`config.mk`:
```
export PLATFORM = sky130hd
export DESIGN_NAME = cdb_arbiter
export DESIGN_NICKNAME = d
export VERILOG_FILES = /design/src/rtl/cdb_arbiter_pkg.sv /design/src/rtl/cdb_arbiter_fifo.sv /design/src/rtl/cdb_arbiter.sv
export SDC_FILE = /design/constraint.sdc
export NUM_CORES = 1
export LEC_CHECK = 0
export ABC_CLOCK_PERIOD_IN_PS = 3800
export BUFFER_PORTS_ARGS = -buffer_cell sky130_fd_sc_hd__buf_2
export CELL_PAD_IN_SITES_DETAIL_PLACEMENT = 2
export CELL_PAD_IN_SITES_GLOBAL_PLACEMENT = 2
export CORE_MARGIN = 2
export CORE_UTILIZATION = 40
export CTS_CLUSTER_DIAMETER = 60
export DETAILED_ROUTE_END_ITERATION = 8
export PLACE_DENSITY_LB_ADDON = 0.1
export SLEW_MARGIN = 25
export SYNTH_ARGS = -nofsm -noshare
export SYNTH_HDL_FRONTEND = slang
export SYNTH_HIERARCHICAL = 1
export SYNTH_SLANG_ARGS = --single-unit
```
`constraint.sdc`:
```
create_clock -name clk_in -period 3.8 [get_ports clk_in]
set_input_delay 0.19 -clock clk_in [delete_from_list [all_inputs] [get_ports clk_in]]
set_output_delay 0.19 -clock clk_in [all_outputs]
set_load 0.01 [all_outputs]
```
`src/rtl/cdb_arbiter_pkg.sv`:
```
// Shared constants and helpers for the common-data-bus arbiter.
// Producer indices double as the cdb_src encoding seen by ROB and RS/LSB.
package cdb_arbiter_pkg;

  localparam int CDB_N_REQ      = 3;
  localparam int CDB_FIFO_DEPTH = 2;
  localparam int ROB_WIDTH_BIT  = 4;
  localparam int CDB_SRC_W      = 2;

  typedef enum logic [CDB_SRC_W-1:0] {
    CDB_SRC_ALU = 2'd0,
    CDB_SRC_LSB = 2'd1,
    CDB_SRC_BR  = 2'd2
  } cdb_src_e;

  // Round-robin successor of a producer index, wrapping at n.
  function automatic logic [CDB_SRC_W-1:0] cdb_rr_next(input logic [CDB_SRC_W-1:0] ptr,
                                                       input int n);
    if (int'(ptr) + 1 >= n)
      return '0;
    return ptr + CDB_SRC_W'(1);
  endfunction

endpackage

```
`src/rtl/cdb_arbiter_fifo.sv`:
```
// Per-producer result FIFO. Freezes completely while stalled; a flush
// empties it and drops any same-cycle push or pop.
module cdb_arbiter_fifo #(
  parameter int DEPTH = 2,
  parameter int W     = 36
) (
  input  logic                   clk_in,
  input  logic                   rst_n_in,
  input  logic                   push,
  input  logic                   pop,
  input  logic                   flush,
  input  logic                   stall,
  input  logic [W-1:0]           din,
  output logic [W-1:0]           dout,
  output logic [$clog2(DEPTH):0] count,
  output logic                   full,
  output logic                   empty
);

  localparam int PTR_W = $clog2(DEPTH);

  logic [W-1:0]     r_mem [DEPTH];
  logic [PTR_W-1:0] r_rd_ptr;
  logic [PTR_W-1:0] r_wr_ptr;
  logic [PTR_W:0]   r_count;
  logic             w_push;
  logic             w_pop;

  assign full  = (r_count == (PTR_W+1)'(DEPTH));
  assign empty = (r_count == '0);
  assign count = r_count;
  assign dout  = r_mem[r_rd_ptr];

  // Full is judged before the edge, so a full FIFO rejects even when popping.
  assign w_push = push & ~full  & ~stall & ~flush;
  assign w_pop  = pop  & ~empty & ~stall & ~flush;

  always_ff @(posedge clk_in or negedge rst_n_in) begin
    if (!rst_n_in) begin
      r_rd_ptr <= '0;
      r_wr_ptr <= '0;
      r_count  <= '0;
    end else if (!stall) begin
      if (flush) begin
        r_rd_ptr <= '0;
        r_wr_ptr <= '0;
        r_count  <= '0;
      end else begin
        if (w_push) r_wr_ptr <= r_wr_ptr + PTR_W'(1);
        if (w_pop)  r_rd_ptr <= r_rd_ptr + PTR_W'(1);
        case ({w_push, w_pop})
          2'b10:   r_count <= r_count + (PTR_W+1)'(1);
          2'b01:   r_count <= r_count - (PTR_W+1)'(1);
          default: r_count <= r_count;
        endcase
      end
    end
  end

  always_ff @(posedge clk_in) begin
    if (w_push)
      r_mem[r_wr_ptr] <= din;
  end

endmodule

```
`src/rtl/cdb_arbiter.sv`:
```
// Common-data-bus arbiter: per-producer FIFOs, round-robin grant of one
// head per ready cycle onto a registered broadcast bus.
module cdb_arbiter
  import cdb_arbiter_pkg::*;
#(
  parameter int N_REQ  = CDB_N_REQ,
  parameter int DEPTH  = CDB_FIFO_DEPTH,
  parameter int TAG_W  = ROB_WIDTH_BIT,
  parameter int DATA_W = 32
) (
  input  logic                    clk_in,
  input  logic                    rst_n_in,
  input  logic                    rdy_in,
  input  logic                    clear_all,
  input  logic [N_REQ-1:0]        req_valid,
  input  logic [N_REQ*TAG_W-1:0]  req_tag,
  input  logic [N_REQ*DATA_W-1:0] req_value,
  output logic [N_REQ-1:0]        req_ready,
  output logic                    cdb_valid,
  output logic [TAG_W-1:0]        cdb_tag,
  output logic [DATA_W-1:0]       cdb_value,
  output logic [1:0]              cdb_src
);

  localparam int W     = TAG_W + DATA_W;
  localparam int CNT_W = $clog2(DEPTH) + 1;

  logic [N_REQ-1:0]     w_full;
  logic [N_REQ-1:0]     w_empty;
  logic [N_REQ-1:0]     w_push;
  logic [N_REQ-1:0]     w_pop;
  logic [W-1:0]         w_dout  [N_REQ];
  logic [CNT_W-1:0]     w_count [N_REQ];

  logic                 w_grant_found;
  logic [CDB_SRC_W-1:0] w_grant_idx;
  logic [W-1:0]         w_grant_data;
  logic [CDB_SRC_W-1:0] w_scan_idx;

  logic                 r_cdb_valid;
  logic [TAG_W-1:0]     r_cdb_tag;
  logic [DATA_W-1:0]    r_cdb_value;
  cdb_src_e             r_cdb_src;
  logic [CDB_SRC_W-1:0] r_rr_ptr;

  for (genvar g = 0; g < N_REQ; g++) begin : g_fifo
    // Ready drops to 0 immediately under reset so producers never see a stale accept.
    assign req_ready[g] = rst_n_in & (w_count[g] != CNT_W'(DEPTH));
    assign w_push[g]    = req_valid[g] & ~w_full[g];
    assign w_pop[g]     = w_grant_found & (w_grant_idx == CDB_SRC_W'(g));

    cdb_arbiter_fifo #(
      .DEPTH (DEPTH),
      .W     (W)
    ) u_fifo (
      .clk_in   (clk_in),
      .rst_n_in (rst_n_in),
      .push     (w_push[g]),
      .pop      (w_pop[g]),
      .flush    (clear_all),
      .stall    (~rdy_in),
      .din      ({req_tag[g*TAG_W +: TAG_W], req_value[g*DATA_W +: DATA_W]}),
      .dout     (w_dout[g]),
      .count    (w_count[g]),
      .full     (w_full[g]),
      .empty    (w_empty[g])
    );
  end

  always_comb begin
    w_grant_found = 1'b0;
    w_grant_idx   = '0;
    w_grant_data  = '0;
    w_scan_idx    = '0;
    for (int k = 0; k < N_REQ; k++) begin
      w_scan_idx = CDB_SRC_W'((int'(r_rr_ptr) + k) % N_REQ);
      if (!w_grant_found && !w_empty[w_scan_idx]) begin
        w_grant_found = 1'b1;
        w_grant_idx   = w_scan_idx;
        w_grant_data  = w_dout[w_scan_idx];
      end
    end
  end

  // Broadcast register: flush beats grant; pause freezes everything.
  always_ff @(posedge clk_in or negedge rst_n_in) begin
    if (!rst_n_in) begin
      r_cdb_valid <= 1'b0;
      r_cdb_tag   <= '0;
      r_cdb_value <= '0;
      r_cdb_src   <= CDB_SRC_ALU;
      r_rr_ptr    <= '0;
    end else if (rdy_in) begin
      if (clear_all) begin
        r_cdb_valid <= 1'b0;
        r_rr_ptr    <= '0;
      end else if (w_grant_found) begin
        r_cdb_valid <= 1'b1;
        r_cdb_tag   <= w_grant_data[W-1 -: TAG_W];
        r_cdb_value <= w_grant_data[DATA_W-1:0];
        r_cdb_src   <= cdb_src_e'(w_grant_idx);
        r_rr_ptr    <= cdb_rr_next(w_grant_idx, N_REQ);
      end else begin
        r_cdb_valid <= 1'b0;
      end
    end
  end

  assign cdb_valid = r_cdb_valid;
  assign cdb_tag   = r_cdb_tag;
  assign cdb_value = r_cdb_value;
  assign cdb_src   = r_cdb_src;

endmodule

```
==> results.yml, run 1 <==
setup_path:
  required_ps: 4280
  end_kind: "flip-flop"
  cp.arrival_ps: 3490
  startpoint_type: "flip-flop"
  path_max_fanout: 58
  worstSetupPathType: "reg2reg"
run_status:
  status: "finished, final reports clean"
pwr:
  power.leakage_nw: 6.193
  ir_drop_uv: 406.2
  power_density_mw_per_mm2: 722.7
  total_power_mw: 12.08
layout:
  area_growth_pct: 26.44
  fillers: 3233
  nNetsFinal: 1446
  instances_no_fill: 1794
  drive_gt1_share_pct: 19.47
  fin_area_mm2: 0.01672
routing:
  vias_per_cell: 5.570
  postRouteAntennaNets: 0
  via_count: 9993
  drt-total-wl_um: 44600
  wl_per_cell_um: 24.86
  drc: 0
  drt_iter0_markers: 532
  dr.pass1.iters: 4
global_routing:
  gr-total-overflow: 0
  grt_max_degree: 80
  grt_pass1_wl_um: 68760
  antenna_found_initial: 1
  grt_pass1_vias: 11479
  grt_usage_pct: 26.46
timing:
  worst_pin_slew_ps: 927.8
  tns_ps: 0
  finClkSkew_ps: 14.47
  setup_viol: 0
  rsz0062_at_grt: "no"
  finalCriticalPeriod_ps: 3009
  fin_worst_hold_slack_ps: 70.13
  period_share_pct: 79.19
  max_clock_freq_mhz: 332.3
  slew_viol_final: 0
  slew_headroom_pct: 37.95
  hold_viol_final: 0
clock_network:
  clockBufferDepth: 3
  cts_root_buf: "clkbuf_16"
  cts_tree: "done"
  post_cts_buffers: 0
  cts_sinks: 269
  numCtsBuffers: 30
  cts_resized: 0
  clk_pin_slew_ps: 60
  htreeDepth: 1
  ctsHoldBuffers: 110
  clock_latency_ps: 580
place:
  place_congestion: 0.7611
  place_area_mm2: 0.01460
  placed_cells: 1627
  dp_hpwl_um: 26220
  port_buffers: 156
logic_synthesis:
  yosysWarnings: 6
  synth_mux_area_share_pct: 18.43
  netlist_area_mm2: 0.01322
  syn_inst: 1073
  synth_top_family_by_area: "multiplexers"
  synth-adder-area-share_pct: 0.3785
  async_reset_ff_share_pct: 19.70
  yosysSeqAreaShare_pct: 59.08
  synth.avg_cell_area_um2: 12.32
  syn_nets: 1192
  yosys.area_share.simple_pct: 8.308
  synth-seq-cells: 269
  synth-main-ff-cell: "edfxtp_1"
  synth-edff-count: 216
  synth-compound-area-share_pct: 10.56
  synthXorXnorAreaFrac_pct: 0
  synth_cell_types: 39
hold_path:
  hold_path_class: "in2reg"
run:
  maxCapViolations: 0
die:
  dieWidth_um: 185.8
  dieArea_mm2: 0.03453
  initial_core_util_pct: 40.64
  rows: 66
  pin_count: 157
  core_mm2: 0.03254
  die_y_um: 185.8
worst paths after layout:
check                                            end  slack [ps]  cells after the start        start
setup / recovery                       cdb_value[18]         790                      8  r_rr_ptr[0]
setup reg to reg                       cdb_value[18]         790                      8  r_rr_ptr[0]
min in group asynchronous              cdb_value[16]         300                      2     rst_n_in
max in group asynchronous  g_fifo[2].u_fifo/r_rd_ptr        2860                      2     rst_n_in
hold reg to reg                            cdb_valid         480                      1    cdb_valid
hold / removal             g_fifo[2].u_fifo/count[1]          70                      2    clear_all
critical path: stages, from the launching register on:
cell and delay, ps:
dfrtp_1 450, inv_1 130, ha_4 310, mux2_1 340, mux2_2 430, a311oi_4 330
buf_4 590, nor2_1 90, a31oi_1 210
routing by layer:
layer / track usage, % / routed length (um) / vias up
met5: 0 / 0 / -
met4: 8.315 / 1347 / 0
met3: 3.581 / 1635 / 84
met2: 48.25 / 22930 / 236
met1: 32.31 / 18690 / 5142
li1: - / - / 4531
through the flow:
stage	worst slack, ps	util (%)
2_1_floorplan	772.5	-
3_3_place_gp	997.9	44.70
3_5_place_dp	815.8	44.88
4_1_cts	762.1	51.38
5_1_grt	504.1	51.38
6_report	790.6	51.38
cells in the final DEF, fill, tap and decap left out, drive strengths merged, types with 4 or more instances in the layout:
cell,n
nand3,5
o21ai,90
clkinv,14
nor2,60
nor2b,8
nand2,123
a21oi,45
inv,14
ha,4
a2bb2oi,36
dfrtp,53
edfxtp,216
mux2,113
nand2b,10
buf,186
clkbuf,38
a31oi,45
dlygate4sd3,110
nor3,41
mux2i,116
flip-flops by register name, indices dropped and copies added, names as in the netlist:
signal / cells
r_rr_ptr: 2
g_fifo.u_fifo/r_mem: 216
cdb_tag: 4
g_fifo.u_fifo/r_wr_ptr: 3
cdb_value: 32
g_fifo.u_fifo/count: 6
cdb_valid: 1
cdb_src: 2
g_fifo.u_fifo/r_rd_ptr: 3
synth_stat cells (all sizes together) (2+ instances only):
| library cell | number | share of area, % |
|---|---|---|
| clkbuf | 31 | 0.88 |
| inv | 14 | 0.40 |
| dfrtp | 53 | 10 |
| a21boi | 3 | 0.17 |
| o211ai | 2 | 0.11 |
| nand2 | 123 | 3.5 |
| nand3 | 5 | 0.19 |
| a31oi | 45 | 2.1 |
| o21ai | 90 | 3.4 |
| nand2b | 10 | 0.53 |
| edfxtp | 216 | 49 |
| a2bb2oi | 36 | 2.4 |
| nor3 | 41 | 1.6 |
| a21oi | 45 | 1.7 |
| mux2 | 113 | 9.7 |
| ha | 4 | 0.38 |
| nor2b | 8 | 0.38 |
| mux2i | 116 | 8.8 |
| o21a | 3 | 0.20 |
| nand4bb | 3 | 0.26 |
| buf | 43 | 2.0 |
| nor2 | 60 | 1.7 |
layout make-up:
type / instances / area [um2] / share of cell area [%]
clock inverters: 18 / 191.4 / 1.145
clock buffers: 38 / 820.8 / 4.909
well taps: 442 / 553.0 / 3.308
diodes: 1 / 2.502 / 0.01497
inverters: 14 / 52.55 / 0.3143
repair buffers: 296 / 2175 / 13.01
multi-input cells: 716 / 5105 / 30.53
flip-flops and latches: 269 / 7819 / 46.77
report_power, final:
group	internal, mW	switching (mW)	total [mW]
logic	1.93	3.11	5.03
registers	3.63	0.437	4.07
clock network	1.73	1.25	2.98
kinds of logic (layout without fill, tap and decap cells):
family          Yosys count  in the layout
buf+inv                  88            366
simple gates            253            253
compound gates          230            230
other cells               0              1
mux                     229            229
flops                   269            269
fa+ha+maj                 4              4
No activity file was read; power rests on OpenSTA's default activity.
==> run 2: changes to the inputs <==
--- a/config.mk
+++ b/config.mk
@@ -5,7 +5,7 @@
 export SDC_FILE = /design/constraint.sdc
 export NUM_CORES = 1
 export LEC_CHECK = 0
-export ABC_CLOCK_PERIOD_IN_PS = 3800
+export ABC_CLOCK_PERIOD_IN_PS = 2900
 export BUFFER_PORTS_ARGS = -buffer_cell sky130_fd_sc_hd__buf_2
 export CELL_PAD_IN_SITES_DETAIL_PLACEMENT = 2
 export CELL_PAD_IN_SITES_GLOBAL_PLACEMENT = 2
==> constraint.sdc (replaced) <==
create_clock -name clk_in -period 2.9 [get_ports clk_in]
set_input_delay 0.145 -clock clk_in [delete_from_list [all_inputs] [get_ports clk_in]]
set_output_delay 0.145 -clock clk_in [all_outputs]
set_load 0.01 [all_outputs]
==> run 2 against run 1 <==
Net effect: clock skew up 6.4 ps; combinational power grew 39%; utilization is 0.83 points higher; die area unchanged; largest cell class unchanged.
==> results.yml, run 2 (synthesis gave the netlist of run 1 again) <==
layout:
  area_growth_pct: 28.47
  fin_area_mm2: 0.01699
  largest-register: "g_fifo.u_fifo/r_mem"
  final-seq-area_mm2: 0.007818
  final_common_cell: "edfxtp_1"
  drive_gt1_share_pct: 20.87
  fillers: 3207
  instances_no_fill: 1818
  nNetsFinal: 1469
  final_cell_mix: "edfxtp_1, buf_2, nand2_1"
  multi_input_area_mm2: 0.005117
  largest_register_ffs: 216
timing:
  worst_pin_slew_ps: 599.1
  period_share_pct: 96.10
  finClkSkew_ps: 20.85
  slew_headroom_pct: 60.06
  setup_viol: 0
  fin_worst_hold_slack_ps: 102.5
  postLayoutSetupSlackWorst_ps: 113.0
  rsz0062_at_grt: "no"
  max_clock_freq_mhz: 358.8
  hold_viol_final: 0
  tns_ps: 0
  finalCriticalPeriod_ps: 2787
  slew_viol_final: 0
global_routing:
  grt_pass1_vias: 11494
  antenna_found_initial: 1
  grt_pass1_wl_um: 70130
  grt_max_degree: 61
  gr-total-overflow: 0
  grt_usage_pct: 27.27
die:
  dieArea_mm2: 0.03453
  initial_core_util_pct: 40.64
  rows: 66
  die_y_um: 185.8
  core_mm2: 0.03254
  dieWidth_um: 185.8
  pin_count: 157
clock_network:
  cts_sinks: 269
  clock_latency_ps: 510
  clockBufferDepth: 3
  clk_pin_slew_ps: 60
  numCtsBuffers: 35
  cts_root_buf: "clkbuf_16"
  htreeDepth: 2
  post_cts_buffers: 0
  cts_tree: "done"
place:
  dp_slack_ps: 73.33
  placed_cells: 1645
  place_area_mm2: 0.01478
  port_buffers: 156
  dp_hpwl_um: 27490
  place_congestion: 0.7798
run:
  maxCapViolations: 0
setup_path:
  worstSetupPathType: "reg2reg"
  slowest_stage: "dfrtp_2"
  path_buf_inv: 2
  required_ps: 3280
  cp.arrival_ps: 3170
  slowest_delay_ps: 420
  end_kind: "flip-flop"
  path_cells: "inv_1 > ha_4 > mux2_1 > mux2_2 > a311oi_4 > buf_4 > mux2_2"
  critPathTopFamily: "multiplexers"
  cp_common_cell: "mux2_2"
  startpoint_type: "flip-flop"
  path_max_fanout: 15
routing:
  vias_per_cell: 5.602
  drt-total-wl_um: 46230
  dr.pass1.iters: 5
  via_count: 10184
  wl_per_cell_um: 25.43
  drt_iter0_markers: 517
  postRouteAntennaNets: 0
  drc: 0
pwr:
  ir_drop_uv: 595.5
  power.leakage_nw: 6.321
  power_density_mw_per_mm2: 962.8
hold_path:
  hold_path_class: "in2reg"
run_status:
  status: "finished, final reports clean"
==> run 2: cell count changes in the layout (fill, tap and decap cells not counted), sizes merged <==
cell    change
inv         +3
clkinv      -8
clkbuf     +13
bufinv      -2
buf        +18
==> run 2: worst paths after layout <==
check	start	endpoint	slack [ps]	cells after the start
max in group asynchronous	rst_n_in	g_fifo[0].u_fifo/r_rd_ptr	1830	3
min in group asynchronous	rst_n_in	g_fifo[2].u_fifo/count[0]	180	2
min	clear_all	g_fifo[1].u_fifo/count[0]	100	2
max	r_rr_ptr[0]	cdb_src[0]	110	7
min reg2reg	cdb_valid	cdb_valid	490	1
max reg2reg	r_rr_ptr[0]	cdb_src[0]	110	7
==> run 2: metal layers <==
metal,GRT usage (%),up-vias,wire [um]
li1,-,4571,-
met1,33.88,5296,19360
met2,49.74,246,24080
met3,3.502,71,1655
met4,7.370,0,1132
met5,0,-,0
==> run 2: metrics by stage <==
step           util (%)  total power [mW]
5_1_grt           52.21             17.25
4_1_cts           52.14             16.35
2_1_floorplan         -             9.495
3_3_place_gp      45.44             11.68
6_report          52.21             16.36
3_5_place_dp      45.44             12.01
==> run 2: power by group <==
| group | internal, mW | total, mW | switching, mW |
|---|---|---|---|
| clock network | 2.46 | 4.13 | 1.68 |
| registers | 4.76 | 5.22 | 0.466 |
| logic | 2.68 | 7.00 | 4.32 |
| total | 9.90 | 16.4 | 6.46 |
==> run 2: timing repair <==
item / 4_1_cts / 5_1_grt
setup endpoints to repair: 0 / 16
endpoints found under the hold margin: 235 / 0
hold buffers: 110 / 0
gates resized for setup: 0 / 8
==> run 2: layout make-up <==
type | count | area share, %
Sequential cell | 269 | 46.02
Multi-Input combinational cell | 716 | 30.12
Timing Repair Buffer | 314 | 13.92
Clock buffer | 51 | 5.804
Tap cell | 442 | 3.256
Clock inverter | 11 | 0.5524
Inverter | 14 | 0.3093
Antenna cell | 1 | 0.01473
